### config.mk
export PLATFORM = sky130hd
export DESIGN_NAME = digit_serial_adder_flat
export DESIGN_NICKNAME = d
export VERILOG_FILES = /design/src/rtl/digit_serial_adder_pkg.sv /design/src/rtl/digit_serial_adder_if.sv /design/src/rtl/digit_serial_adder_digit_rca.sv /design/src/rtl/digit_serial_adder.sv /design/src/flat_wrapper.sv
export SDC_FILE = /design/constraint.sdc
export NUM_CORES = 1
export LEC_CHECK = 0
export BUFFER_PORTS_ARGS = -buffer_cell sky130_fd_sc_hd__buf_2
export CORE_MARGIN = 3
export CORE_UTILIZATION = 54
export CTS_CLUSTER_DIAMETER = 150
export DETAILED_ROUTE_END_ITERATION = 12
export PLACE_DENSITY = 0.8
export RECOVER_POWER = 100
export SLEW_MARGIN = 20
export SYNTH_ARGS = -nofsm -noshare
export SYNTH_HDL_FRONTEND = slang
export SYNTH_HIERARCHICAL = 1
export SYNTH_SLANG_ARGS = --single-unit
### constraint.sdc
create_clock -name clk -period 3.7 [get_ports clk]
set_input_delay 0.37 -clock clk [delete_from_list [all_inputs] [get_ports clk]]
set_output_delay 0.37 -clock clk [all_outputs]
set_load 0.02 [all_outputs]
### src/rtl/digit_serial_adder_pkg.sv
// Shared definitions for the digit-serial adder: FSM encoding and counter sizing.
package digit_serial_adder_pkg;

  typedef enum logic [1:0] {
    IDLE = 2'd0,
    RUN  = 2'd1,
    DONE = 2'd2
  } state_e;

  // Ceiling log2 for elaboration-time sizing.
  function automatic int clog2(input int value);
    int w;
    w = 0;
    for (int i = 0; i < 31; i++) begin
      if ((1 << i) < value) w = i + 1;
    end
    return w;
  endfunction

  // Digit counter width; never zero so a single-digit build still has a counter bit.
  function automatic int cntWidth(input int n);
    return (clog2(n) < 1) ? 1 : clog2(n);
  endfunction

endpackage

### src/rtl/digit_serial_adder_if.sv
// Operand/result handshake bundle between a producer/consumer and the adder.
interface digit_serial_adder_if #(
  parameter int WIDTH = 16
);

  logic             in_valid;
  logic             in_ready;
  logic [WIDTH-1:0] A;
  logic [WIDTH-1:0] B;
  logic             cin;
  logic             sub;
  logic             out_valid;
  logic             out_ready;
  logic [WIDTH-1:0] S;
  logic             cout;
  logic             ovf;

  modport master (
    output in_valid, A, B, cin, sub, out_ready,
    input  in_ready, out_valid, S, cout, ovf
  );

  modport slave (
    input  in_valid, A, B, cin, sub, out_ready,
    output in_ready, out_valid, S, cout, ovf
  );

endinterface

### src/rtl/digit_serial_adder_digit_rca.sv
// One-bit full adder cell and the DIGIT-bit ripple-carry slice built from it.
module full_addr (
  input  logic a,
  input  logic b,
  input  logic ci,
  output logic s,
  output logic co
);

  assign s  = a ^ b ^ ci;
  assign co = (a & b) | (ci & (a ^ b));

endmodule

module digit_rca
  import digit_serial_adder_pkg::*;
#(
  parameter int DIGIT = 4
) (
  input  logic [DIGIT-1:0] a,
  input  logic [DIGIT-1:0] b,
  input  logic             ci,
  output logic [DIGIT-1:0] s,
  output logic             co,
  output logic             c_msb_in
);

  logic [DIGIT:0] carry;

  assign carry[0] = ci;

  for (genvar i = 0; i < DIGIT; i++) begin : g_bit
    full_addr u_fa (
      .a (a[i]),
      .b (b[i]),
      .ci(carry[i]),
      .s (s[i]),
      .co(carry[i+1])
    );
  end

  assign co       = carry[DIGIT];
  assign c_msb_in = carry[DIGIT-1];

endmodule

### src/rtl/digit_serial_adder.sv
// Digit-serial adder/subtractor: DIGIT bits per clock, lowest digit first, valid/ready on both sides.
module digit_serial_adder
  import digit_serial_adder_pkg::*;
#(
  parameter int WIDTH = 16,
  parameter int DIGIT = 4
) (
  input logic                clk,
  input logic                rst,
  digit_serial_adder_if.slave bus
);

  localparam int N     = WIDTH / DIGIT;
  localparam int CNT_W = cntWidth(N);
  localparam logic [CNT_W-1:0] LAST_K = CNT_W'(N - 1);

  state_e state_q, state_d;

  logic [WIDTH-1:0] opA_q;
  logic [WIDTH-1:0] opB_q;
  logic [WIDTH-1:0] sum_q;
  logic             carry_q;
  logic             cout_q;
  logic             ovf_q;
  logic [CNT_W-1:0] k_q;

  logic [DIGIT-1:0] digA;
  logic [DIGIT-1:0] digB;
  logic [DIGIT-1:0] digS;
  logic             digCo;
  logic             digCmsb;
  logic             lastDigit;

  assign digA      = opA_q[k_q*DIGIT +: DIGIT];
  assign digB      = opB_q[k_q*DIGIT +: DIGIT];
  assign lastDigit = (k_q == LAST_K);

  digit_rca #(
    .DIGIT(DIGIT)
  ) u_rca (
    .a       (digA),
    .b       (digB),
    .ci      (carry_q),
    .s       (digS),
    .co      (digCo),
    .c_msb_in(digCmsb)
  );

  // State register.
  always_ff @(posedge clk) begin
    if (rst) state_q <= IDLE;
    else     state_q <= state_d;
  end

  // Next-state: accept in IDLE, step through N digits, wait for the consumer in DONE.
  always_comb begin
    state_d = state_q;
    unique case (state_q)
      IDLE:    if (bus.in_valid)  state_d = RUN;
      RUN:     if (lastDigit)     state_d = DONE;
      DONE:    if (bus.out_ready) state_d = IDLE;
      default: state_d = IDLE;
    endcase
  end

  // Handshake outputs decoded straight from the state.
  always_comb begin
    bus.in_ready  = (state_q == IDLE);
    bus.out_valid = (state_q == DONE);
  end

  // Datapath: latch operands on accept (B inverted and carry forced to 1 for subtract), then fill S one digit per cycle.
  always_ff @(posedge clk) begin
    if (rst) begin
      opA_q   <= '0;
      opB_q   <= '0;
      sum_q   <= '0;
      carry_q <= 1'b0;
      cout_q  <= 1'b0;
      ovf_q   <= 1'b0;
      k_q     <= '0;
    end else begin
      unique case (state_q)
        IDLE: begin
          if (bus.in_valid) begin
            opA_q   <= bus.A;
            opB_q   <= bus.sub ? ~bus.B : bus.B;
            carry_q <= bus.sub ? 1'b1 : bus.cin;
            sum_q   <= '0;
            k_q     <= '0;
          end
        end
        RUN: begin
          sum_q[k_q*DIGIT +: DIGIT] <= digS;
          carry_q                   <= digCo;
          if (lastDigit) begin
            k_q    <= '0;
            cout_q <= digCo;
            ovf_q  <= digCmsb ^ digCo;
          end else begin
            k_q <= k_q + CNT_W'(1);
          end
        end
        default: begin
        end
      endcase
    end
  end

  assign bus.S    = sum_q;
  assign bus.cout = cout_q;
  assign bus.ovf  = ovf_q;

endmodule

### src/flat_wrapper.sv
// flat-port wrapper written by rule: the top's interface ports become plain ports
module digit_serial_adder_flat import digit_serial_adder_pkg::*;
#(
  parameter int WIDTH = 16,
  parameter int DIGIT = 4
)
  (clk, rst, bus_in_valid, bus_A, bus_B, bus_cin, bus_sub, bus_out_ready, bus_in_ready, bus_out_valid, bus_S, bus_cout, bus_ovf);
  digit_serial_adder_if #(.WIDTH(WIDTH)) bus_i ();
  input logic clk;
  input logic rst;
  input wire logic [$bits(bus_i.in_valid)-1:0] bus_in_valid;
  input wire logic [$bits(bus_i.A)-1:0] bus_A;
  input wire logic [$bits(bus_i.B)-1:0] bus_B;
  input wire logic [$bits(bus_i.cin)-1:0] bus_cin;
  input wire logic [$bits(bus_i.sub)-1:0] bus_sub;
  input wire logic [$bits(bus_i.out_ready)-1:0] bus_out_ready;
  output wire logic [$bits(bus_i.in_ready)-1:0] bus_in_ready;
  output wire logic [$bits(bus_i.out_valid)-1:0] bus_out_valid;
  output wire logic [$bits(bus_i.S)-1:0] bus_S;
  output wire logic [$bits(bus_i.cout)-1:0] bus_cout;
  output wire logic [$bits(bus_i.ovf)-1:0] bus_ovf;
  assign bus_i.in_valid = bus_in_valid;
  assign bus_i.A = bus_A;
  assign bus_i.B = bus_B;
  assign bus_i.cin = bus_cin;
  assign bus_i.sub = bus_sub;
  assign bus_i.out_ready = bus_out_ready;
  assign bus_in_ready = bus_i.in_ready;
  assign bus_out_valid = bus_i.out_valid;
  assign bus_S = bus_i.S;
  assign bus_cout = bus_i.cout;
  assign bus_ovf = bus_i.ovf;
  digit_serial_adder #(.WIDTH(WIDTH), .DIGIT(DIGIT)) u_core (.clk(clk), .rst(rst), .bus(bus_i));
endmodule
==> impl_results.html <==
<table>
<tr><th>Metric</th><th>Value</th></tr>
<tr><th colspan="2">Layout</th></tr>
<tr><td>Commonest non-fill, non-tap cells in the layout</td><td>55 x sky130_fd_sc_hd__dfxtp_1, 37 x sky130_fd_sc_hd__buf_2, 34 x sky130_fd_sc_hd__nand2_1</td></tr>
<tr><td>Area used by sequential logic in the layout</td><td>0.00110 mm^2</td></tr>
<tr><td>Growth of design area from synthesis to finish</td><td>12.2%</td></tr>
<tr><td>Post-layout utilization of the core</td><td>64.5%</td></tr>
<tr><td>Fraction of layout cells with a size suffix above 1</td><td>21.0%</td></tr>
<tr><td>Most common cell after layout, fill and taps aside</td><td>sky130_fd_sc_hd__dfxtp_1</td></tr>
<tr><td>ANT cells</td><td>0</td></tr>
<tr><td>Fin nets</td><td>352</td></tr>
<tr><td>Fillers</td><td>395</td></tr>
<tr><td>Combined area of the multi-input logic cells</td><td>0.00135 mm^2</td></tr>
<tr><th colspan="2">Clocking</th></tr>
<tr><td>Clk sinks</td><td>55</td></tr>
<tr><td>Buffer levels on the longest clock path</td><td>2</td></tr>
<tr><td>Clock Root Buffer</td><td>sky130_fd_sc_hd__clkbuf_8</td></tr>
<tr><td>Setup repair bufs after CTS</td><td>0</td></tr>
<tr><td>Post-cts resize count</td><td>0</td></tr>
<tr><td>Post-CTS Hold Fix Bufs</td><td>0</td></tr>
<tr><td>Insertion delay of the later-clocked pin in the worst-skew pair</td><td>0.31 ns</td></tr>
<tr><td>Number of CTS-inserted buffers</td><td>5</td></tr>
<tr><td>CTS tree</td><td>built</td></tr>
<tr><td>CTS H-tree depth</td><td>2</td></tr>
<tr><td>Clock transition at the register clock pins on the worst setup and hold paths after CTS</td><td>0.09 ns</td></tr>
<tr><th colspan="2">Synthesis</th></tr>
<tr><td>Async set-reset flop share out of synthesis</td><td>0%</td></tr>
<tr><td>Dominant cells by area after synthesis</td><td>sky130_fd_sc_hd__dfxtp_1 43%, sky130_fd_sc_hd__mux4_2 7.0%, sky130_fd_sc_hd__xnor2_1 5.4%</td></tr>
<tr><td>Number of flops mapped to enable cells by yosys</td><td>0</td></tr>
<tr><td>Cell count after synthesis</td><td>256</td></tr>
<tr><td>Sequential cell area fraction in the yosys report</td><td>42.5%</td></tr>
<tr><td>Post-Synthesis Net Count</td><td>304</td></tr>
<tr><td>Top-area cell type share of the netlist area</td><td>42.5%</td></tr>
<tr><td>Distinct cell type count of the synthesized netlist</td><td>40</td></tr>
<tr><td>Count of yosys warnings during synthesis</td><td>6</td></tr>
<tr><td>Dominant register cell in the synthesized netlist</td><td>sky130_fd_sc_hd__dfxtp_1</td></tr>
<tr><td>Post-synthesis area per instance</td><td>10.1 um^2</td></tr>
<tr><td>Area leader, netlist</td><td>sky130_fd_sc_hd__dfxtp_1</td></tr>
<tr><td>Synthesized flop and latch total</td><td>55</td></tr>
<tr><td>Netlist area before placement</td><td>0.00259 mm^2</td></tr>
<tr><th colspan="2">Critical path</th></tr>
<tr><td>CP most frequent cell</td><td>sky130_fd_sc_hd__fa_1</td></tr>
<tr><td>Biggest cell delay along the critical path</td><td>0.55 ns</td></tr>
<tr><td>Slowest stage cell on the critical path</td><td>sky130_fd_sc_hd__mux4_2</td></tr>
<tr><td>Startpoint-to-endpoint class of the critical path</td><td>reg2reg</td></tr>
<tr><td>Cells along the critical path</td><td>mux4_2 -&gt; fa_1 -&gt; fa_1 -&gt; fa_1 -&gt; fa_1 -&gt; nor2b_1 -&gt; inv_1 -&gt; o2bb2ai_1</td></tr>
<tr><td>Crit path max fanout</td><td>4</td></tr>
<tr><td>Slack of the worst reg-to-reg path</td><td>0.40 ns</td></tr>
<tr><td>Critical path data arrival time</td><td>3.54 ns</td></tr>
<tr><td>R2R Path End</td><td>u_core/bus.S[15]</td></tr>
<tr><td>Endpoint required time on the critical path</td><td>3.95 ns</td></tr>
<tr><td>Endpoint type of the worst setup path</td><td>register</td></tr>
<tr><td>Critical path startpoint category</td><td>register</td></tr>
<tr><td>Launch instance of the worst register-to-register path</td><td>u_core/k_q[0]</td></tr>
<tr><td>Worst reg2reg path depth</td><td>8</td></tr>
<tr><th colspan="2">Power and ir drop</th></tr>
<tr><td>Peak supply drop</td><td>0.234 mV</td></tr>
<tr><td>Total power draw</td><td>1.14 mW</td></tr>
<tr><td>Leakage power of the design</td><td>1.13 nW</td></tr>
<tr><td>Cell Pwr Density</td><td>394 mW/mm^2</td></tr>
<tr><th colspan="2">Global route</th></tr>
<tr><td>Via count of the first global-routing pass</td><td>1865</td></tr>
<tr><td>Total global routing track utilization</td><td>19.6%</td></tr>
<tr><td>Number of antenna violations at the first check in global routing</td><td>0</td></tr>
<tr><td>First-pass GRT wire length</td><td>8470 um</td></tr>
<tr><td>Grt ovf</td><td>0</td></tr>
<tr><td>Maximum number of pins on one net before global-route repair</td><td>49</td></tr>
<tr><th colspan="2">Timing</th></tr>
<tr><td>Share of the clock period used by the worst path after layout</td><td>89.1%</td></tr>
<tr><td>Final hold violations</td><td>0</td></tr>
<tr><td>Setup repair after global routing missed its margin</td><td>no</td></tr>
<tr><td>Final Max Slew Viols</td><td>49</td></tr>
<tr><td>Worst slew margin relative to its limit</td><td>-18.5%</td></tr>
<tr><td>Number of setup violations in the final report</td><td>0</td></tr>
<tr><td>Clock skew</td><td>0.00829 ns</td></tr>
<tr><td>Transition time at the pin with the least slew margin</td><td>1.78 ns</td></tr>
<tr><td>Fmax achieved</td><td>0.303 GHz</td></tr>
<tr><td>Final TNS setup</td><td>0 ns</td></tr>
<tr><td>Post-layout min period</td><td>3.30 ns</td></tr>
<tr><th colspan="2">Floorplan</th></tr>
<tr><td>Core ar.</td><td>0.00450 mm^2</td></tr>
<tr><td>Starting utilization of the core area</td><td>57.5%</td></tr>
<tr><td>IO Count</td><td>58</td></tr>
<tr><td>Area of the die</td><td>0.00566 mm^2</td></tr>
<tr><td>Die height</td><td>75.3 um</td></tr>
<tr><td>Rows</td><td>24</td></tr>
<tr><td>Die Wd</td><td>75.3 um</td></tr>
<tr><th colspan="2">Min path</th></tr>
<tr><td>Sink of the worst hold path</td><td>u_core/opA_q[1]</td></tr>
<tr><td>Startpoint of the most critical hold path</td><td>bus_A[1]</td></tr>
<tr><td>Worst min-delay path category</td><td>in2reg</td></tr>
<tr><td>Cell depth of the worst hold path</td><td>3</td></tr>
<tr><th colspan="2">Drt</th></tr>
<tr><td>First-pass detailed-route iteration total</td><td>4</td></tr>
<tr><td>ANT nets after route</td><td>0</td></tr>
<tr><td>DRC marker count from the first detailed-route iteration</td><td>115</td></tr>
<tr><td>Mean routed wirelength per cell</td><td>14.2 um</td></tr>
<tr><td>Via-per-instance ratio</td><td>5.41</td></tr>
<tr><td>Metal1 wirelength</td><td>2260 um</td></tr>
<tr><td>Met3 layer wire length in the routed design</td><td>230 um</td></tr>
<tr><td>Routed wl met2</td><td>2530 um</td></tr>
<tr><td>Total detailed-routing wirelength</td><td>5060 um</td></tr>
<tr><td>DR DRC count</td><td>0</td></tr>
<tr><td>Via total after detailed routing</td><td>1931</td></tr>
<tr><td>Highest metal layer with signal wires</td><td>met4</td></tr>
<tr><th colspan="2">Run status</th></tr>
<tr><td>Violated checks</td><td>max-capacitance violations, max-slew violations</td></tr>
<tr><td>Outcome</td><td>complete, but fails checks</td></tr>
<tr><th colspan="2">Run</th></tr>
<tr><td>Count of max-cap constraint violations</td><td>1</td></tr>
<tr><th colspan="2">Placement</th></tr>
<tr><td>Number of buffers added on ports</td><td>57</td></tr>
<tr><td>Half-perimeter wire length after placement</td><td>3720 um</td></tr>
<tr><td>Final estimated routing congestion in global placement</td><td>0.764</td></tr>
</table>
where the power goes:
part	switching, mW	leakage (nW)	total (mW)	internal, mW
logic	0.0971	0.638	0.183	0.0863
clock network	0.185	0.0412	0.317	0.133
registers	0.0221	0.450	0.644	0.622
total	0.304	1.13	1.14	0.841
registers in the layout (all words and copies together) (netlist names):
name,count
u_core/opB_q,16
u_core/state_q,2
u_core/carry_q,1
u_core/bus.S,16
u_core/opA_q,16
u_core/k_q,2
u_core/bus.ovf,1
u_core/bus.cout,1
area by class of cell:
cell class	instances	share of cell area (%)
Timing Repair Buffer	60	9.60
Sequential cell	55	37.9
Tap cell	52	2.24
Clock inverter	2	0.430
Inverter	8	1.03
Clock buffer	6	2.50
Multi-Input combinational cell	174	46.3
routing by layer:
| metal | up-vias | global-route usage (%) |
|---|---|---|
| li1 | 988 | - |
| met1 | 899 | 24.5 |
| met2 | 39 | 34.0 |
| met3 | 5 | 4.54 |
| met4 | 0 | 5.44 |
| met5 | - | 0 |
synthesized netlist by cell type, types with 2 or more instances:
master,number
sky130_fd_sc_hd__xnor2_1,16
sky130_fd_sc_hd__nand2_1,34
sky130_fd_sc_hd__ha_1,6
sky130_fd_sc_hd__nor2_1,21
sky130_fd_sc_hd__a22o_1,12
sky130_fd_sc_hd__mux4_2,8
sky130_fd_sc_hd__buf_1,2
sky130_fd_sc_hd__clkbuf_1,4
sky130_fd_sc_hd__dfxtp_1,55
sky130_fd_sc_hd__nor2b_1,5
sky130_fd_sc_hd__buf_4,5
sky130_fd_sc_hd__fa_1,4
sky130_fd_sc_hd__nand3b_1,2
sky130_fd_sc_hd__a21oi_1,21
sky130_fd_sc_hd__mux2_2,3
sky130_fd_sc_hd__buf_6,3
sky130_fd_sc_hd__inv_1,8
sky130_fd_sc_hd__buf_2,5
sky130_fd_sc_hd__a211oi_1,16
sky130_fd_sc_hd__o2bb2ai_1,4
sky130_fd_sc_hd__mux2i_1,3
worst max-delay path, delay by kind of cell (launching register included):
kind,cells,cell delay (ns)
muxes,1,0.55
buffers and inverters,1,0.08
DFF,1,0.44
AOI/OAI and AO/OA,1,0.11
and+or+nand+nor,1,0.29
adders and majority gates,4,1.76
stage by stage:
step | setup slack (ns) | hold WS (ns) | cells | cell area [um^2]
floorplan | 0.317 | 0.433 | 256 | 2590
global placement | 0.440 | 0.441 | 349 | 2850
CTS | 0.395 | 0.273 | 357 | 2940
detailed placement | 0.412 | 0.447 | 349 | 2850
global route | 0.206 | 0.297 | 357 | 2910
finish | 0.405 | 0.289 | 357 | 2910
logic make-up (layout without fill, tap and decap cells):
family / count (synthesis) / count (layout) / synth area share [%]
compound gates: 59 / 59 / 15.8
xor+xnor: 17 / 17 / 5.75
fa+ha+maj: 10 / 10 / 5.99
buf+inv: 27 / 76 / 5.75
flops: 55 / 55 / 42.5
mux: 15 / 15 / 10.0
simple gates: 73 / 73 / 14.2
worst max-delay path by stage:
stage                             start               end  slack, ns
after floorplan           u_core/k_q[0]  u_core/bus.S[15]       0.32
after global placement    u_core/k_q[0]  u_core/bus.S[15]       0.44
after detailed placement  u_core/k_q[0]  u_core/bus.S[15]       0.41
after CTS                 u_core/k_q[0]  u_core/bus.S[15]       0.39
after global routing      u_core/k_q[0]  u_core/bus.S[15]       0.21
final                     u_core/k_q[0]  u_core/bus.S[15]       0.40
(Power assumes the default switching activity.)
